[src/rtl/julia_iter_engine_pkg.sv]
// julia_iter_engine_pkg: Q4.28 constants, pixel-byte fields and FSM states shared by the Julia core
package julia_iter_engine_pkg;
  localparam logic [31:0] Q_ONE  = 32'h1000_0000;
  localparam logic [31:0] Q_TWO  = 32'h2000_0000;
  localparam logic [31:0] Q_FOUR = 32'h4000_0000;
  localparam int PX_ESC   = 7;
  localparam int PX_CNT_W = 7;
  typedef enum logic [2:0] {
    S_IDLE,
    S_FETCH,
    S_MUL0,
    S_MUL1,
    S_MUL2,
    S_CALC,
    S_WRITE
  } state_t;
  // -2.0 itself counts as escaped, so both bounds are inclusive
  function automatic logic mag_ge_two(input logic [31:0] x);
    return ($signed(x) >= $signed(Q_TWO)) || ($signed(x) <= -$signed(Q_TWO));
  endfunction
endpackage

[src/rtl/julia_iter_engine_if.sv]
// julia_iter_engine_if: readout and writeback FIFO handshakes seen by the Julia core
interface julia_iter_engine_if;
  logic        i_Px_Empty;
  logic [7:0]  i_Px_Q;
  logic        o_Px_Rdreq;
  logic        i_Z_Empty;
  logic [63:0] i_Z_Q;
  logic        o_Z_Rdreq;
  logic        i_Px_Full;
  logic        o_Px_Wrreq;
  logic [7:0]  o_Px_Data;
  logic        i_Z_Full;
  logic        o_Z_Wrreq;
  logic [63:0] o_Z_Data;
  modport master (
    input  i_Px_Empty, i_Px_Q, i_Z_Empty, i_Z_Q, i_Px_Full, i_Z_Full,
    output o_Px_Rdreq, o_Z_Rdreq, o_Px_Wrreq, o_Px_Data, o_Z_Wrreq, o_Z_Data
  );
  modport slave (
    output i_Px_Empty, i_Px_Q, i_Z_Empty, i_Z_Q, i_Px_Full, i_Z_Full,
    input  o_Px_Rdreq, o_Z_Rdreq, o_Px_Wrreq, o_Px_Data, o_Z_Wrreq, o_Z_Data
  );
endinterface

[src/rtl/julia_iter_engine_fx_mul_q428.sv]
// fx_mul_q428: registered signed Q4.28 multiplier, one cycle latency, result truncated toward -inf
module fx_mul_q428 #(
  parameter int FRAC_BITS = 28
) (
  input  logic        i_Clk,
  input  logic        i_Reset,
  input  logic [31:0] i_A,
  input  logic [31:0] i_B,
  output logic [31:0] o_P
);
  logic signed [63:0] full;
  assign full = 64'(signed'(i_A)) * 64'(signed'(i_B));
  always_ff @(posedge i_Clk or posedge i_Reset)
    if (i_Reset) o_P <= '0;
    else o_P <= 32'(full >>> FRAC_BITS);
endmodule

[src/rtl/julia_iter_engine.sv]
// julia_iter_engine: one Julia iteration z' = z^2 + c per pixel between readout and writeback FIFOs
module julia_iter_engine
  import julia_iter_engine_pkg::*;
#(
  parameter int MAX_ITER  = 127,
  parameter int FRAC_BITS = 28
) (
  input  logic                i_Clk,
  input  logic                i_Reset,
  input  logic [31:0]         i_C_Re,
  input  logic [31:0]         i_C_Im,
  julia_iter_engine_if.master fifo,
  output logic                o_Busy,
  output logic [31:0]         o_Pixels_Done
);
  localparam logic [PX_CNT_W-1:0] MAX_CNT = PX_CNT_W'(MAX_ITER);
  state_t      state;
  logic [7:0]  px;
  logic [31:0] zr, zi, zr2, zi2, mul_a, mul_b, mul_p, nzr, nzi;
  logic [32:0] sq;
  logic        go, fire, skip, bypass, zfire, over;
  // pops are issued straight from IDLE so the non-showahead data lands in FETCH
  assign go = (state == S_IDLE) & ~i_Reset & ~fifo.i_Px_Empty & ~fifo.i_Z_Empty
            & ~fifo.i_Px_Full & ~fifo.i_Z_Full;
  assign fifo.o_Px_Rdreq = go;
  assign fifo.o_Z_Rdreq  = go;
  assign o_Busy = (state != S_IDLE);
  assign fire = mag_ge_two(fifo.i_Z_Q[31:0]) | mag_ge_two(fifo.i_Z_Q[63:32]);
  assign skip = fifo.i_Px_Q[PX_ESC] | (fifo.i_Px_Q[PX_CNT_W-1:0] == MAX_CNT) | fire;
  // MUL0: zr*zr, MUL1: zi*zi, MUL2: zr*zi
  assign mul_a = (state == S_MUL1) ? zi : zr;
  assign mul_b = (state == S_MUL0) ? zr : zi;
  assign sq    = {1'b0, zr2} + {1'b0, zi2};
  assign over  = sq > {1'b0, Q_FOUR};
  assign nzr   = zr2 - zi2 + i_C_Re;
  assign nzi   = {mul_p[30:0], 1'b0} + i_C_Im;
  fx_mul_q428 #(.FRAC_BITS(FRAC_BITS)) u_mul (
    .i_Clk  (i_Clk),
    .i_Reset(i_Reset),
    .i_A    (mul_a),
    .i_B    (mul_b),
    .o_P    (mul_p)
  );
  always_ff @(posedge i_Clk or posedge i_Reset)
    if (i_Reset) begin
      state           <= S_IDLE;
      px              <= '0;
      zr              <= '0;
      zi              <= '0;
      zr2             <= '0;
      zi2             <= '0;
      bypass          <= 1'b0;
      zfire           <= 1'b0;
      fifo.o_Px_Wrreq <= 1'b0;
      fifo.o_Z_Wrreq  <= 1'b0;
      fifo.o_Px_Data  <= '0;
      fifo.o_Z_Data   <= '0;
      o_Pixels_Done   <= '0;
    end else begin
      fifo.o_Px_Wrreq <= 1'b0;
      fifo.o_Z_Wrreq  <= 1'b0;
      case (state)
        S_IDLE:  state <= go ? S_FETCH : S_IDLE;
        S_FETCH: begin
          px     <= fifo.i_Px_Q;
          zr     <= fifo.i_Z_Q[31:0];
          zi     <= fifo.i_Z_Q[63:32];
          zfire  <= fire;
          bypass <= skip;
          state  <= skip ? S_CALC : S_MUL0;
        end
        S_MUL0:  state <= S_MUL1;
        S_MUL1:  begin
          zr2   <= mul_p;
          state <= S_MUL2;
        end
        S_MUL2:  begin
          zi2   <= mul_p;
          state <= S_CALC;
        end
        S_CALC:  begin
          fifo.o_Px_Data  <= bypass ? {px[PX_ESC] | zfire, px[PX_CNT_W-1:0]}
                           : over ? {1'b1, px[PX_CNT_W-1:0]}
                           : {1'b0, px[PX_CNT_W-1:0] + 7'd1};
          fifo.o_Z_Data   <= (bypass | over) ? {zi, zr} : {nzi, nzr};
          fifo.o_Px_Wrreq <= 1'b1;
          fifo.o_Z_Wrreq  <= 1'b1;
          state           <= S_WRITE;
        end
        S_WRITE: begin
          o_Pixels_Done <= o_Pixels_Done + 32'd1;
          state         <= S_IDLE;
        end
        default: state <= S_IDLE;
      endcase
    end
endmodule

[src/flat_wrapper.sv]
// flat-port wrapper written by rule: the top's interface ports become plain ports
module julia_iter_engine_flat import julia_iter_engine_pkg::*;
#(
  parameter int MAX_ITER  = 127,
  parameter int FRAC_BITS = 28
)
  (i_Clk, i_Reset, i_C_Re, i_C_Im, o_Busy, o_Pixels_Done, fifo_i_Px_Empty, fifo_i_Px_Q, fifo_i_Z_Empty, fifo_i_Z_Q, fifo_i_Px_Full, fifo_i_Z_Full, fifo_o_Px_Rdreq, fifo_o_Z_Rdreq, fifo_o_Px_Wrreq, fifo_o_Px_Data, fifo_o_Z_Wrreq, fifo_o_Z_Data);
  julia_iter_engine_if fifo_i ();
  input  logic i_Clk;
  input  logic i_Reset;
  input  logic [31:0] i_C_Re;
  input  logic [31:0] i_C_Im;
  output logic o_Busy;
  output logic [31:0] o_Pixels_Done;
  input wire logic [$bits(fifo_i.i_Px_Empty)-1:0] fifo_i_Px_Empty;
  input wire logic [$bits(fifo_i.i_Px_Q)-1:0] fifo_i_Px_Q;
  input wire logic [$bits(fifo_i.i_Z_Empty)-1:0] fifo_i_Z_Empty;
  input wire logic [$bits(fifo_i.i_Z_Q)-1:0] fifo_i_Z_Q;
  input wire logic [$bits(fifo_i.i_Px_Full)-1:0] fifo_i_Px_Full;
  input wire logic [$bits(fifo_i.i_Z_Full)-1:0] fifo_i_Z_Full;
  output wire logic [$bits(fifo_i.o_Px_Rdreq)-1:0] fifo_o_Px_Rdreq;
  output wire logic [$bits(fifo_i.o_Z_Rdreq)-1:0] fifo_o_Z_Rdreq;
  output wire logic [$bits(fifo_i.o_Px_Wrreq)-1:0] fifo_o_Px_Wrreq;
  output wire logic [$bits(fifo_i.o_Px_Data)-1:0] fifo_o_Px_Data;
  output wire logic [$bits(fifo_i.o_Z_Wrreq)-1:0] fifo_o_Z_Wrreq;
  output wire logic [$bits(fifo_i.o_Z_Data)-1:0] fifo_o_Z_Data;
  assign fifo_i.i_Px_Empty = fifo_i_Px_Empty;
  assign fifo_i.i_Px_Q = fifo_i_Px_Q;
  assign fifo_i.i_Z_Empty = fifo_i_Z_Empty;
  assign fifo_i.i_Z_Q = fifo_i_Z_Q;
  assign fifo_i.i_Px_Full = fifo_i_Px_Full;
  assign fifo_i.i_Z_Full = fifo_i_Z_Full;
  assign fifo_o_Px_Rdreq = fifo_i.o_Px_Rdreq;
  assign fifo_o_Z_Rdreq = fifo_i.o_Z_Rdreq;
  assign fifo_o_Px_Wrreq = fifo_i.o_Px_Wrreq;
  assign fifo_o_Px_Data = fifo_i.o_Px_Data;
  assign fifo_o_Z_Wrreq = fifo_i.o_Z_Wrreq;
  assign fifo_o_Z_Data = fifo_i.o_Z_Data;
  julia_iter_engine #(.MAX_ITER(MAX_ITER), .FRAC_BITS(FRAC_BITS)) u_core (.i_Clk(i_Clk), .i_Reset(i_Reset), .i_C_Re(i_C_Re), .i_C_Im(i_C_Im), .fifo(fifo_i), .o_Busy(o_Busy), .o_Pixels_Done(o_Pixels_Done));
endmodule
[config.mk]
export PLATFORM = sky130hd
export DESIGN_NAME = julia_iter_engine_flat
export DESIGN_NICKNAME = d
export VERILOG_FILES = /design/src/rtl/julia_iter_engine_pkg.sv /design/src/rtl/julia_iter_engine_if.sv /design/src/rtl/julia_iter_engine_fx_mul_q428.sv /design/src/rtl/julia_iter_engine.sv /design/src/flat_wrapper.sv
export SDC_FILE = /design/constraint.sdc
export NUM_CORES = 2
export LEC_CHECK = 0
export BUFFER_PORTS_ARGS = -buffer_cell sky130_fd_sc_hd__buf_4
export CAP_MARGIN = 10
export CELL_PAD_IN_SITES_DETAIL_PLACEMENT = 1
export CELL_PAD_IN_SITES_GLOBAL_PLACEMENT = 2
export CORE_ASPECT_RATIO = 0.8
export CORE_MARGIN = 3
export CORE_UTILIZATION = 44
export DETAILED_ROUTE_END_ITERATION = 10
export PLACE_DENSITY = 0.93
export SYNTH_ARGS = -nofsm -noshare
export SYNTH_HDL_FRONTEND = slang
export SYNTH_SLANG_ARGS = --single-unit
[constraint.sdc]
create_clock -name i_Clk -period 19.9 [get_ports i_Clk]
set_input_delay 1.99 -clock i_Clk [delete_from_list [all_inputs] [get_ports i_Clk]]
set_output_delay 1.99 -clock i_Clk [all_outputs]
set_load 0.02 [all_outputs]
==> flow_results.org <==
** Worst setup path
- Largest incremental delay on the critical path :: 1140 ps
- CP endpoint kind :: register
- Critical path data arrival time :: 12780 ps
- Max Fanout on Critical Path :: 58
- Type of element launching the critical path :: register
- The critical path contains buffers and inverters numbering 7 combined.
- In this design, the critical path's most frequently occurring cell is sky130_fd_sc_hd__fa_1.
- Type of the worst setup path :: register to register
- Worst endpoint required time :: 20370 ps
- Family of cells with the greatest summed delay on the critical path :: adder cells
- Worst path slowest cell :: sky130_fd_sc_hd__mux2i_2

** Timing
- At the pin with the least slew margin, the transition time is 1310 ps.
- Based on the critical path, the design can be clocked at up to 81.2 MHz.
- Setup repair after global routing left no endpoint under its margin.
- The worst path uses 61.9% of the clock period.
- Crit path time final :: 12310 ps
- Setup TNS :: 0 ps
- Final hold analysis gives a worst-case slack of 479 ps.
- The number of hold-slack violations in the final timing report is 0.
- Final max-slew violation count :: 0
- Setup violations remaining at the end of the flow were counted as 0.
- Clock skew on the completed layout was measured at 39.6 ps.
- Max_slew headroom :: 10.9%

** Synth
- In this run, synthesis produced a sequential element count of 278.
- Seq/Total Area, Yosys :: 13.7%
- Counting every net in the synthesized netlist gives 6983.
- The top cell type by area accounts for 42.2% of the synthesized area.
- After Yosys synthesis, and, or, nand and nor cells account for 13.0% of the synthesized area.
- In this run the cell area of the synthesized design comes to 0.0507 sq mm.
- The synthesized netlist devotes 7.32% of its cell area to compound gates.
- The Yosys step of the flow raised 0 warnings.
- Leading cell types by total area after synthesis :: sky130_fd_sc_hd__fa_1 42%, sky130_fd_sc_hd__dfrtp_1 14%, sky130_fd_sc_hd__inv_1 7.9%, sky130_fd_sc_hd__ha_1 6.7%, sky130_fd_sc_hd__nand2_1 5.7%
- Counting distinct cell types in the post-synthesis netlist gives 83.
- Of the total synthesized cell area, the portion taken by full adders, half adders and majority gates is 48.9%.
- Share of synthesized area spent on multiplexers :: 4.77%
- Dominant register cell in the synthesized netlist :: sky130_fd_sc_hd__dfrtp_1
- In this run, synthesis inferred 0 flip-flops with an integrated enable.
- In this run the mean area of a mapped cell was 9.22 sq um.
- Fraction of registers with async set or reset after synthesis :: 100%
- The synthesized design spends more area on one cell type than any other, namely sky130_fd_sc_hd__fa_1.
- After technology mapping, the gate count stands at 5501.
- Combinational family with the most area after synthesis :: adder cells
- Post-synthesis xor/xnor area fraction :: 2.57%

** Global routing
- The initial antenna violation count was 5.
- The total overflow left after global routing is 0.
- Largest net degree at the start of global routing :: 144
- The number of global-route vias before repair was 45300.
- Total Routing Usage GR :: 33.3%
- First-pass GRT wire length :: 294000 um

** Detailed routing
- The first detailed-routing pass ran for 6 iterations.
- Summing over every cut layer, the via total after detailed routing is 41300.
- Vias per Instance :: 5.75
- After detailed routing, the average wire length per cell comes to 27.3 um.
- The final layout contains routed wiring with a total length of 196000 um.
- ANT nets after route :: 0
- For this run, design rule violations remaining after detail routing come to 0.
- Count of routing violations after the opening detailed-route iteration :: 3452

** Flow run
- Across the run, the number of max-cap violations was 0.

** Min path
- The min-delay analysis places its worst path in the category register to register.

** Clocking
- Clock tree synthesis selected as its root buffer the cell sky130_fd_sc_hd__clkbuf_16.
- The clock net in this run drives a total of 278 sinks.
- For the worst-skew pair, the clock arrives at the later sink with an insertion delay of 620 ps.
- Buffer count from post-CTS setup fixing :: 0
- Post-CTS Hold Fix Bufs :: 0
- Clock transition time at the flip-flop clock pins of the worst setup and hold paths :: 70 ps
- Maximum root-to-sink buffer count :: 3
- Clock buffers created by TritonCTS :: 28
- TritonCTS built the clock tree.
- PostCTS Resize Cnt :: 0
- In this run the number of H-tree levels came out at 1.

** Place
- In this run the tool buffered the top-level ports with 250 buffer cells.
- Global placement routability congestion :: 0.978
- Once placement finished, the instance area stood at 0.0545 sq mm.
- Final HPWL from detailed placement :: 161000 um

** Floorplanning
- Site Rows :: 110
- The floorplan step set the die height to 310 um.
- Area of the die :: 0.119 sq mm
- From left edge to right edge, the die measures 386 um.
- Placeable core region :: 0.113 sq mm
- For this design the top-level I/O count stands at 251.
- Once the floorplan was initialized, standard cells occupied 44.7% of the core.

** Cells and area
- NumNets Final :: 7129
- After routing the design area is 0.0555 sq mm.
- In the final layout, the share of cells above drive strength 1 is 10.2%.
- Area Overhead vs Synth :: 9.38%
- Filler cells :: 13100
- Once layout is complete, the utilization of the core stands at 48.9%.
- Most frequent cells in the layout :: 1071 x sky130_fd_sc_hd__inv_1, 1069 x sky130_fd_sc_hd__fa_1, 761 x sky130_fd_sc_hd__nand2_1
- Most common cell after layout, fill and taps aside :: sky130_fd_sc_hd__inv_1

** Status
- The run finished with clean final reports.
per-stage QoR:
| step | instances | worst slack, ps |
|---|---|---|
| after CTS | 7178 | 7840 |
| after global placement | 7125 | 7760 |
| after global routing | 7180 | 7140 |
| after detailed placement | 7127 | 7910 |
| after floorplan | 5501 | 10240 |
| final | 7182 | 7590 |
routing by layer:
metal  vias up  part of all wire (%)  track usage, %
li1      17100                     -               -
met1     21800                    42            46.0
met2      1899                    43            50.2
met3       422                    11            9.98
met4         2                   4.3            11.4
met5         -                0.0066               0
Yosys cell counts, drive strengths merged, types with 4 or more instances:
library cell	n
dfrtp	278
or3	19
a211o	4
a2111oi	4
o21ai	169
nor3	28
o2111ai	7
a211oi	16
nand4	31
clkbuf	207
buf	25
and4	6
a22oi	4
o31a	7
nand2b	16
nand2	764
xor2	32
a31oi	17
o21bai	17
and3	18
a21oi	178
nor4	18
o211ai	12
fa	1069
o31ai	5
nor2b	21
and2	16
or4	5
nor2	598
ha	271
a221oi	5
mux2	133
inv	1072
a21boi	7
o21a	18
or2	5
xnor2	117
o22a	10
nand3	48
a21o	63
mux2i	92
nor3b	6
o22ai	21
sequential cells by signal (all words and copies together) (netlist names):
| register | count |
|---|---|
| u_core.fifo.o_Z_Data | 64 |
| u_core.o_Pixels_Done | 32 |
| u_core.u_mul.o_P | 32 |
| u_core.zi2 | 32 |
| u_core.zi | 32 |
| u_core.zr2 | 32 |
| u_core.zr | 32 |
| u_core.fifo.o_Px_Data | 8 |
| u_core.px | 8 |
| u_core.state | 3 |
| u_core.bypass | 1 |
| u_core.fifo.o_Px_Wrreq | 1 |
| u_core.zfire | 1 |
cells by family (layout without fill, tap and decap cells):
| family | after synthesis | count (layout) |
|---|---|---|
| compound gates | 597 | 597 |
| flops | 278 | 278 |
| other cells | 0 | 2 |
| simple gates | 1606 | 1606 |
| mux | 225 | 225 |
| xor+xnor | 149 | 149 |
| buf+inv | 1306 | 1473 |
| fa+ha+maj | 1340 | 1340 |
final timing paths:
| check | end | slack, ps | from | cells past startpoint |
|---|---|---|---|---|
| hold / removal | u_core.o_Pixels_Done[31] | 480 | u_core.o_Pixels_Done[31] | 1 |
| hold reg to reg | u_core.o_Pixels_Done[31] | 480 | u_core.o_Pixels_Done[31] | 1 |
| setup reg to reg | u_core.u_mul.o_P[31] | 7590 | u_core.state[2] | 31 |
| min in group asynchronous | u_core.o_Pixels_Done[2] | 1610 | i_Reset | 2 |
| setup / recovery | u_core.u_mul.o_P[31] | 7590 | u_core.state[2] | 31 |
| max in group asynchronous | u_core.zr2[23] | 16800 | i_Reset | 3 |
worst register-to-register path: cells and delay by family (launching register included):
kind	cells	cell delay, ps
flip-flops	1	550
AO/OA/AOI/OAI	9	3620
AND/OR/NAND/NOR	4	1210
buffers and inverters	7	1150
adder cells (fa/ha/maj)	9	4270
multiplexers	1	1220
XOR/XNOR	1	130
area by class of cell:
class	count	area, sq um	area share [%]
multi-input cells	3917	39000	70.3
flip-flops and latches	278	6960	12.5
inverters	1074	4040	7.28
repair buffers	348	2650	4.78
well taps	1512	1890	3.41
clock buffers	40	806	1.45
clock inverters	11	144	0.259
diodes	2	5.00	0.00902
Power is left out: the tool's default activity adds up to more than one toggle a clock period on the data nets, which glitch-free logic cannot reach.
